`config.mk`:
```
export PLATFORM = sky130hd
export DESIGN_NAME = cond_flag_stage
export DESIGN_NICKNAME = d
export VERILOG_FILES = /design/src/rtl/cond_flag_stage.sv
export SDC_FILE = /design/constraint.sdc
export NUM_CORES = 1
export LEC_CHECK = 0
export ABC_AREA = 1
export BUFFER_PORTS_ARGS = -buffer_cell sky130_fd_sc_hd__buf_2
export CAP_MARGIN = 20
export CORE_MARGIN = 2
export CORE_UTILIZATION = 45
export DETAILED_ROUTE_END_ITERATION = 8
export PLACE_DENSITY_LB_ADDON = 0.08
export REMOVE_ABC_BUFFERS = 1
export SLEW_MARGIN = 20
export SYNTH_ARGS = -nofsm -noshare
export SYNTH_HDL_FRONTEND = slang
export SYNTH_SLANG_ARGS = --single-unit
export TNS_END_PERCENT = 5
```
`constraint.sdc`:
```
create_clock -name clk -period 1.5 [get_ports clk]
set_input_delay 0.075 -clock clk [delete_from_list [all_inputs] [get_ports clk]]
set_output_delay 0.075 -clock clk [all_outputs]
set_load 0.01 [all_outputs]
```
`src/rtl/cond_flag_stage.sv`:
```
// rtl/cond_flag_stage.sv - ARM condition check, NZCV flag register and writeback latch
module cond_flag_stage (
   input  logic        clk,
   input  logic        reset,
   input  logic        valid,
   input  logic        stall,
   input  logic        flush,
   input  logic [3:0]  opCode,
   input  logic        sBit,
   input  logic [3:0]  cond,
   input  logic        shifterCarry,
   input  logic [3:0]  destReg,
   input  logic [31:0] result,
   input  logic        N,
   input  logic        Z,
   input  logic        C,
   input  logic        V,
   output logic [3:0]  flags,
   output logic        carryOut,
   output logic        condPass,
   output logic        wbValid,
   output logic [3:0]  wbReg,
   output logic [31:0] wbData,
   output logic        pcWrite
);

   logic [3:0]  flags_q, flags_d;
   logic        wb_valid_q, wb_valid_d;
   logic [3:0]  wb_reg_q;
   logic [31:0] wb_data_q;
   logic        pc_write_q, pc_write_d;

   logic        f_n, f_z, f_c, f_v;
   logic        is_test, is_arith, accept, flag_upd;

   assign f_n = flags_q[3];
   assign f_z = flags_q[2];
   assign f_c = flags_q[1];
   assign f_v = flags_q[0];

   // Condition is judged against the architectural flags only, never the ALU's live flags
   always_comb begin
      condPass = 1'b0;
      case (cond)
         4'b0000: condPass = f_z;
         4'b0001: condPass = ~f_z;
         4'b0010: condPass = f_c;
         4'b0011: condPass = ~f_c;
         4'b0100: condPass = f_n;
         4'b0101: condPass = ~f_n;
         4'b0110: condPass = f_v;
         4'b0111: condPass = ~f_v;
         4'b1000: condPass = f_c & ~f_z;
         4'b1001: condPass = ~f_c | f_z;
         4'b1010: condPass = (f_n == f_v);
         4'b1011: condPass = (f_n != f_v);
         4'b1100: condPass = ~f_z & (f_n == f_v);
         4'b1101: condPass = f_z | (f_n != f_v);
         4'b1110: condPass = 1'b1;
         default: condPass = 1'b0;
      endcase
   end

   // TST/TEQ/CMP/CMN only set flags; CMP/CMN take the full ALU NZCV like other arithmetic ops
   assign is_test  = (opCode[3:2] == 2'b10);
   assign is_arith = ((opCode >= 4'b0010) && (opCode <= 4'b0111)) ||
                     (opCode == 4'b1010) || (opCode == 4'b1011);
   assign accept   = valid & condPass & ~stall & ~flush;
   assign flag_upd = accept & (sBit | is_test);

   // Next-state for flags and writeback; logical ops take C from the shifter and keep V
   always_comb begin
      flags_d    = flags_q;
      wb_valid_d = accept & ~is_test;
      pc_write_d = accept & ~is_test & (destReg == 4'b1111);
      if (flag_upd) begin
         if (is_arith) begin
            flags_d = {N, Z, C, V};
         end else begin
            flags_d = {N, Z, shifterCarry, flags_q[0]};
         end
      end
   end

   // State registers: flush beats stall, stall freezes everything
   always_ff @(posedge clk or posedge reset) begin
      if (reset) begin
         flags_q    <= 4'b0000;
         wb_valid_q <= 1'b0;
         wb_reg_q   <= 4'b0000;
         wb_data_q  <= 32'h0;
         pc_write_q <= 1'b0;
      end else if (flush) begin
         wb_valid_q <= 1'b0;
         pc_write_q <= 1'b0;
      end else if (!stall) begin
         flags_q    <= flags_d;
         wb_valid_q <= wb_valid_d;
         wb_reg_q   <= destReg;
         wb_data_q  <= result;
         pc_write_q <= pc_write_d;
      end
   end

   assign flags    = flags_q;
   assign carryOut = flags_q[1];
   assign wbValid  = wb_valid_q;
   assign wbReg    = wb_reg_q;
   assign wbData   = wb_data_q;
   assign pcWrite  = pc_write_q;

endmodule

```
Word level (Yosys, flattened, before mapping) --
Cells that the tools add are included.
Word-level totals: output and inout bits 44, logic and storage cells 60, input bits 55, flip-flop bits (word level) 42
Operators by class: bitwise gates (word level) 18, $lt $le $gt $ge 2, mux-type cells 6, reductions and logical operators 7, equal/unequal tests 21
Operator list (count):
- 4-bit == test (second input constant) | 10
- 4-bit by 3-bit == test with 1-bit output (second input constant) | 4
- 1-bit case mux with 15 select lines | 1
- 1-bit AND | 8
- 4-bit by 2-bit == test with 1-bit output (second input constant) | 2
- 1-bit NOT | 7
- 4-bit by 1-bit == test with 1-bit output (second input constant) | 1
- 4-bit by 2-bit >= comparator with 1-bit output (second input constant) | 1
- 4-bit by 3-bit <= comparator with 1-bit output (second input constant) | 1
- 4-bit zero test | 1
- 1-bit two-way mux | 4
- 4-bit AND reduction | 1
- 1-bit OR | 3
- 3-bit AND reduction | 1
- 2-bit == test (second input constant) | 1
- 1-bit logical OR | 2
- 2-bit two-way mux | 1
- 2-bit by 1-bit inequality test with 1-bit output (second input constant) | 1
- 2-bit AND reduction | 1
- 1-bit == test | 1
- 1-bit logical AND | 1
- 1-bit inequality test | 1

Logic depth before layout (Yosys ltp) --
Gate-level depths: netlist (run 1).
depth in word-level cells 10, gate-level depth with buffers 12, gate-level depth less buffers 12

Worst setup path before layout (run 1) --
OpenSTA, ideal clock, no wires.
path type register to register, from reg flags_q[3] (netlist: flags[3]), to reg flags_q[1] (netlist: flags[1]), period minus slack after synthesis 1363 ps, buffers on the path 0, required time 1383 ps, library setup time 117 ps, path slack 137 ps, cell stages (with the launch flop) 13, arrival time 1246 ps, path through dfrtp_1 > inv_1 > nand2_1 > nand2_1 > nand2_1 > nand2_1 > nand2_1 > nand2_1 > nor2_2 > a21oi_4 > nand2_2 > nand2_1 > nand2_1
Between the ends: cells in the longest elaborated chain, start to end 8, elaborated cells on any way between the ends 11, classes of those cells eq/ne: 2; mux: 1; bitwise: 7; reduce/logical: 1
Ends and longest elaborated chain:
- start, declared | RTL line 27 | logic [3:0] flags_q, flags_d;
- start signal, assigned | RTL line 97 | flags_q <= flags_d;
- 1-bit inequality test / 1-bit == test (equally long branches)
- 1-bit OR / 1-bit AND (equally long branches) | RTL line 58, 57
- 1-bit case mux with 15 select lines * | RTL line 44 | case (cond)
- 1-bit AND * (3 in a row) | RTL line 68 | assign accept = valid & condPass & ~stall & ~flush;
- 1-bit AND * | RTL line 69 | assign flag_upd = accept & (sBit | is_test);
- 3-bit AND reduction (no line) *
Mark *: on every way between the ends. The rest lies on a longest branch, timed or not. A chain may end at the register's enable or synchronous reset.

Worst setup path in the final report (run 1) --
from reg flags_q[0] (netlist: flags[0]), to reg flags_q[2] (netlist: flags[2])
Same word-level chain as after synthesis.

==> results by group, run 1 <==
Status
  – Status: finished with violations
  – Failing checks: negative setup slack

Placement
  – DP Cell Count: 386
  – Final GP Congestion: 0.7611
  – Count of input and output buffers: 97
  – DP Worst Slack: 38.18 ps
  – Detailed placer's ending HPWL: about 3100 um

Timing
  – Period utilization: 1.068
  – Layout Skew: roughly 0.52 ps
  – Max frequency: 624.4 MHz
  – Headroom to the max-slew limit: 0.8236
  – Slew Limit Fails: 0
  – Final WS setup: -101.5 ps
  – Tmin final: approximately 1600 ps
  – Slew at the pin with the worst max-slew slack: around 260 ps
  – WHS: around 3.6 ps
  – Hold Fails Final Rpt: 0
  – RSZ-0062 raised after global routing: yes
  – Final setup TNS: -370.6 ps
  – Final number of setup-violating endpoints: 6

GRT
  – Vias in the first global route: between 1500 and 2000
  – Antenna violations before repair: 0
  – Largest net degree at the start of global routing: 43
  – Total grt overflow: 0
  – Total global routing track utilization: 0.2157
  – First-pass GRT wire length: around 7600 um

Floorplanning
  – Core Region: between 4000 and 5000 um2
  – Io pins: 99
  – Die width: about 69 um
  – Initial Utilization: 0.4704
  – Die H: between 60 and 70 um
  – # rows: 23
  – DIE AREA: 4715 um2

Setup path
  – WP data arrival: 1780 ps
  – Slowest-stage cell, CP: dfrtp_1
  – Setup crit end kind: flop
  – Crit path launch type: flop
  – Worst path bufs/invs: 2
  – WS Path Type: reg -> reg
  – Crit Path Max Fanout: 6
  – Worst R2R Setup Slack: -100 ps
  – Worst EP required: roughly 1700 ps
  – Worst-path cell chain: inv_2, nand2_2, nand2_2, nand2_2, nand2_1, nand2_1, nand2_1, nor2_2, buf_4, a21oi_4, nand2_2, nand2_1, nand2_1
  – Critical path's largest stage delay: roughly 420 ps
  – Worst path top cell family by delay: simple AND/OR/NAND/NOR gates
  – Crit path top cell by count: nand2_1

CTS
  – Clk sinks: 42
  – CTS tree: built
  – H-Tree Depth: 2
  – Clock insertion delay at the later pin of the skew report: roughly 280 ps
  – Clock root cell: clkbuf_8
  – Clk buf depth: 2
  – Clock slew at reported path FFs: roughly 80 ps
  – Cts bufs inserted: 5

Final layout
  – Commonest non-fill, non-tap cell in the layout: nand2_1
  – Share of cells above drive strength 1: 0.3560
  – Fin cells: 432
  – Area Growth Syn to Fin: 56.32%
  – Number of nets in the layout: 436
  – Antenna Cells: 0
  – Most frequent cells in the layout: nand2_1 (132), buf_2 (97), dfrtp_1 (42)

Power and ir drop
  – Combinational Power Share: 0.312
  – Switching share of power: 0.3175
  – LEAKAGE: around 1.7 nW
  – Power Density: 1065 nW/um2
  – Max VDD drop: 877.2 uV
  – Internal power: around 2.1 mW
  – Flop pwr share: 0.454
  – Sw power: around 0.99 mW
  – Clock power share: 0.234

Yosys
  – Synth top area share: 0.5585
  – Syn Area/Cell: a little under 8 um2
  – Cells after Synth: around 240
  – Synth cell types: 20
  – Dominant cell type by area after synthesis: dfrtp_1
  – Top area cells in the synthesized netlist: dfrtp_1 (56%), nand2_1 (28%), nand3_1 (3.5%)
  – #FFs+latches synth: 42
  – Yosys warns: 0
  – Seq/Total Area, Yosys: 0.5585
  – Post-Syn Area: between 1500 and 2000 um2

Routing
  – DRT antenna net count: 0
  – Pre-antenna DRT Iters: 4
  – DRC: 0
  – Wirelength per Cell: roughly 12 um
  – WL final: 5021 um
  – Vias per inst: between 4 and 5
  – Via count: roughly 2000
  – Iteration-0 DRC Markers: 76

Flow run
  – # Max-Cap Violations: 0

Hold path
  – Hold WC Path Type: in -> reg
-- sequential cells by signal (all words and copies together) (netlist names) --
register  count
pcWrite       1
flags         4
wbData       32
wbReg         4
wbValid       1
-- power by group through the flow --
stage | clock network, mW | logic [mW] | registers (mW)
finish | 0.732 | 0.978 | 1.42
detailed placement | 0 | 0.786 | 1.43
global route | 0.810 | 1.10 | 1.44
global placement | 0 | 0.766 | 1.43
floorplan | 0 | 0.321 | 1.52
CTS | 0.748 | 0.918 | 1.40
-- layer usage --
layer / part of all wire / GRT usage / up-vias
met4: 0.014 / 0.07000 / 0
met5: 0 / 0 / -
met3: 0.055 / 0.05357 / 6
li1: - / - / 1012
met1: 0.42 / 0.2474 / 906
met2: 0.52 / 0.3906 / 63
-- area by class of cell --
type / count / area, um2
Inverter: 15 / 56.30
Tap cell: 50 / 62.56
Multi-Input combinational cell: 177 / 760.7
Timing Repair Buffer: 140 / 919.6
Clock buffer: 7 / 86.33
Sequential cell: 42 / 1051
Fill cell: 322 / 1059
Clock inverter: 1 / 5.005
-- synth_stat cells, drive strengths merged --
cell      n
nand2   142
dfrtp    42
inv      13
nand3    13
nor2     10
clkbuf    6
a21oi     4
buf       3
nand4     3
clkinv    2
mux2      1
nand3b    1
nor3      1
o21ai     1
or2       1
-- cell families (layout without fill, tap and decap cells) --
logic type	after synthesis	after routing	synth area share
AOI/OAI and AO/OA	5	5	0.02128
buffers and inverters	24	163	0.05120
DFF	42	42	0.5585
muxes	1	1	0.005984
and+or+nand+nor	171	171	0.3630
-- repair_timing --
item,4_1_cts,5_1_grt
endpoints found under the hold margin,74,0
gates resized for setup,1,12
hold buffers,33,0
buffers inserted,4,2
pin swaps,1,8
setup endpoints to repair,1,7
-- final timing paths --
| check | end | startpoint | cells past startpoint |
|---|---|---|---|
| hold / removal | wbReg[3] | destReg[3] | 3 |
| max in group asynchronous | wbData[23] | reset | 4 |
| min in group asynchronous | wbData[12] | reset | 4 |
| hold reg to reg | wbData[24] | wbData[24] | 2 |
| setup / recovery | flags[2] | flags[0] | 13 |
| setup reg to reg | flags[2] | flags[0] | 13 |
-- worst reg2reg max path, delay by kind of cell, from the launching register on --
kind / cells / cell delay (ps)
AND/OR/NAND/NOR: 10 / 640
flip-flops: 1 / 420
AO/OA/AOI/OAI: 1 / 220
buffers and inverters: 2 / 210
-- stage by stage --
stage,instance area (um2),utilization,power (mW)
6_report,2942,0.7354,3.133
5_1_grt,2942,0.7354,3.349
4_1_cts,2909,0.7272,3.068
3_5_place_dp,2455,0.6137,2.216
3_3_place_gp,2455,0.6137,2.192
2_1_floorplan,1842,-,1.839
No activity file was read; power rests on OpenSTA's default activity.
==> inputs of run 2 (changes only) <==
- CAP_MARGIN: 20 -> default
- CORE_UTILIZATION: 45 -> 30
==> run 2 against run 1 <==
  * The flow still finishes with violations (negative setup slack)
  * Sequential share of layout area decreased by 0.48 points
  * Clock skew increased by 2.3 ps
  * Worst setup slack got worse by 9.5 ps
  * Global-route usage is 5.8 points lower
  * Maximum frequency shrank 0.59%
  * Utilization shrank 24 points
  * Power up 3.4%
  * Count of clock-buffer cells in the layout shrank 1
  * Critical path type is now reg -> out
  * Largest power group unchanged
==> results by group, run 2 (synthesis results as in run 1) <==
Power and ir drop
  – Total power: 3.241 mW
  – LEAKAGE: approximately 1.7 nW
  – Max VDD drop: 620.9 uV
  – Power Density: roughly 1100 nW/um2

Setup path
  – Worst path bufs/invs: 3
  – Worst reg2reg path startpoint: flags[0]
  – Worst-path cell chain: buf_4, buf_4, nand2_1, a21oi_1, nor2_2, nand2_1, buf_2
  – Worst EP required: 1420 ps
  – Setup crit end kind: output pin
  – Crit Path Max Fanout: 3
  – Worst R2R Setup Slack: -90 ps
  – End of the worst register-to-register path: flags[2]
  – Worst path top cell family by delay: buffers and inverters
  – WP data arrival: approximately 1500 ps
  – Slowest-stage cell, CP: dfrtp_1
  – Critical path's largest stage delay: ~420 ps
  – Length in cells of the worst reg-to-reg path: 13
  – WS Path Type: reg -> out
  – Crit path launch type: flop

Flow run
  – # Max-Cap Violations: 0

Final layout
  – Fin cells: ~460
  – Filler Cell Count: 611
  – Multi-input gate area: between 700 and 800 um2
  – Commonest non-fill, non-tap cell in the layout: nand2_1
  – Antenna Cells: 0
  – Share of cells above drive strength 1: 0.3464
  – Largest register FFs: 32
  – Most frequent cells in the layout: nand2_1 (135), buf_2 (97), dfrtp_1 (42)
  – Number of nets in the layout: around 440
  – Register Area: between 1000 and 1500 um2
  – Area Growth Syn to Fin: 58.44%

Timing
  – RSZ-0062 raised after global routing: yes
  – Max frequency: 620.7 MHz
  – Layout Skew: 2.838 ps
  – Final WS setup: -111.0 ps
  – Slew at the pin with the worst max-slew slack: around 360 ps
  – Final number of setup-violating endpoints: 6
  – Hold Fails Final Rpt: 0
  – Headroom to the max-slew limit: 0.7613
  – Period utilization: 1.074
  – WHS: between 10 and 15 ps
  – Slew Limit Fails: 0
  – Tmin final: roughly 1600 ps

Status
  – Failing checks: negative setup slack
  – Status: finished with violations

Placement
  – Detailed placer's ending HPWL: 3735 um
  – Final GP Congestion: about 0.85
  – DP Cell Count: 413
  – Count of input and output buffers: between 90 and 100

GRT
  – Antenna violations before repair: 0
  – First-pass GRT wire length: 9032 um
  – Largest net degree at the start of global routing: 28
  – Vias in the first global route: 1969
  – Total global routing track utilization: 0.1578
  – Total grt overflow: 0

Hold path
  – Hold WC Path Type: in -> reg
  – Worst min-delay path startpoint: destReg[3]
  – Hold Path Sink: wbReg[3]
  – Worst hold stages: 3

Floorplanning
  – # rows: 28
  – Core Region: roughly 6000 um2
  – Die H: roughly 83 um
  – Io pins: 99
  – DIE AREA: between 6000 and 7000 um2
  – Initial Utilization: 0.3141
  – Die width: 83.20 um

Routing
  – Iteration-0 DRC Markers: between 50 and 60
  – DRT antenna net count: 0
  – WL final: roughly 5300 um
  – Via count: 1977
  – Wirelength per Cell: 11.50 um
  – Vias per inst: 4.307
  – Pre-antenna DRT Iters: 4
  – DRC: 0

CTS
  – H-Tree Depth: 2
  – Cts bufs inserted: 5
  – CTS tree: built
  – Clock slew at reported path FFs: ~80 ps
  – Clk buf depth: 2
  – Clock insertion delay at the later pin of the skew report: roughly 280 ps
  – Clock root cell: clkbuf_8
  – Clk sinks: 42
[run 2: report_power, final]
group | leakage, nW | internal [mW] | switching, mW
logic | 1.14 | 0.447 | 0.494
registers | 0.524 | 1.30 | 0.114
clock network | 0.0514 | 0.497 | 0.389
[run 2: final cells by class]
class	count	area share
flip-flops and latches	42	0.3525
clock inverters	2	0.01259
multi-input cells	177	0.2514
repair buffers	142	0.3089
well taps	75	0.03147
clock buffers	6	0.02434
inverters	15	0.01888
[run 2: worst max-delay path by stage]
stage                 to      from  cells past startpoint
2_1_floorplan  wbData[0]     flush                      4
3_3_place_gp    flags[3]  flags[0]                     12
3_5_place_dp    flags[2]  flags[0]                     12
4_1_cts         flags[2]  flags[0]                     13
5_1_grt         flags[2]  flags[0]                     13
6_report        condPass  flags[3]                      7
[run 2: what timing repair did]
action | CTS | global route
gates resized for setup | 1 | 6
setup buffers | 2 | 2
endpoints found under the hold margin | 44 | 0
hold buffers | 34 | 0
cloned | 0 | 0
endpoints found under the setup margin | 1 | 7
pin swaps | 1 | 5
[run 2: worst min-delay path, stage by stage]
cell and delay (ps):
buf_2 90, nand2_1 50, nand2_1 60
[run 2: per-stage QoR]
stage,worst slack [ps],TNS (ps),utilization,area [um2]
6_report,-111.0,-409.1,0.4977,2982
5_1_grt,-234.6,-1357,0.4977,2982
4_1_cts,-81.16,-335.4,0.4935,2957
3_5_place_dp,48.92,0,0.4154,2489
3_3_place_gp,74.83,0,0.4154,2489
2_1_floorplan,-1193,-46090,-,1842
[run 2: metal layers]
| layer | vias to the layer above | share of wire | GRT usage |
|---|---|---|---|
| met1 | 892 | 0.44 | 0.1971 |
| met3 | 4 | 0.060 | 0.03479 |
| li1 | 1018 | - | - |
| met4 | 0 | 0.0061 | 0.03577 |
| met2 | 63 | 0.49 | 0.2779 |
| met5 | - | 0 | 0 |
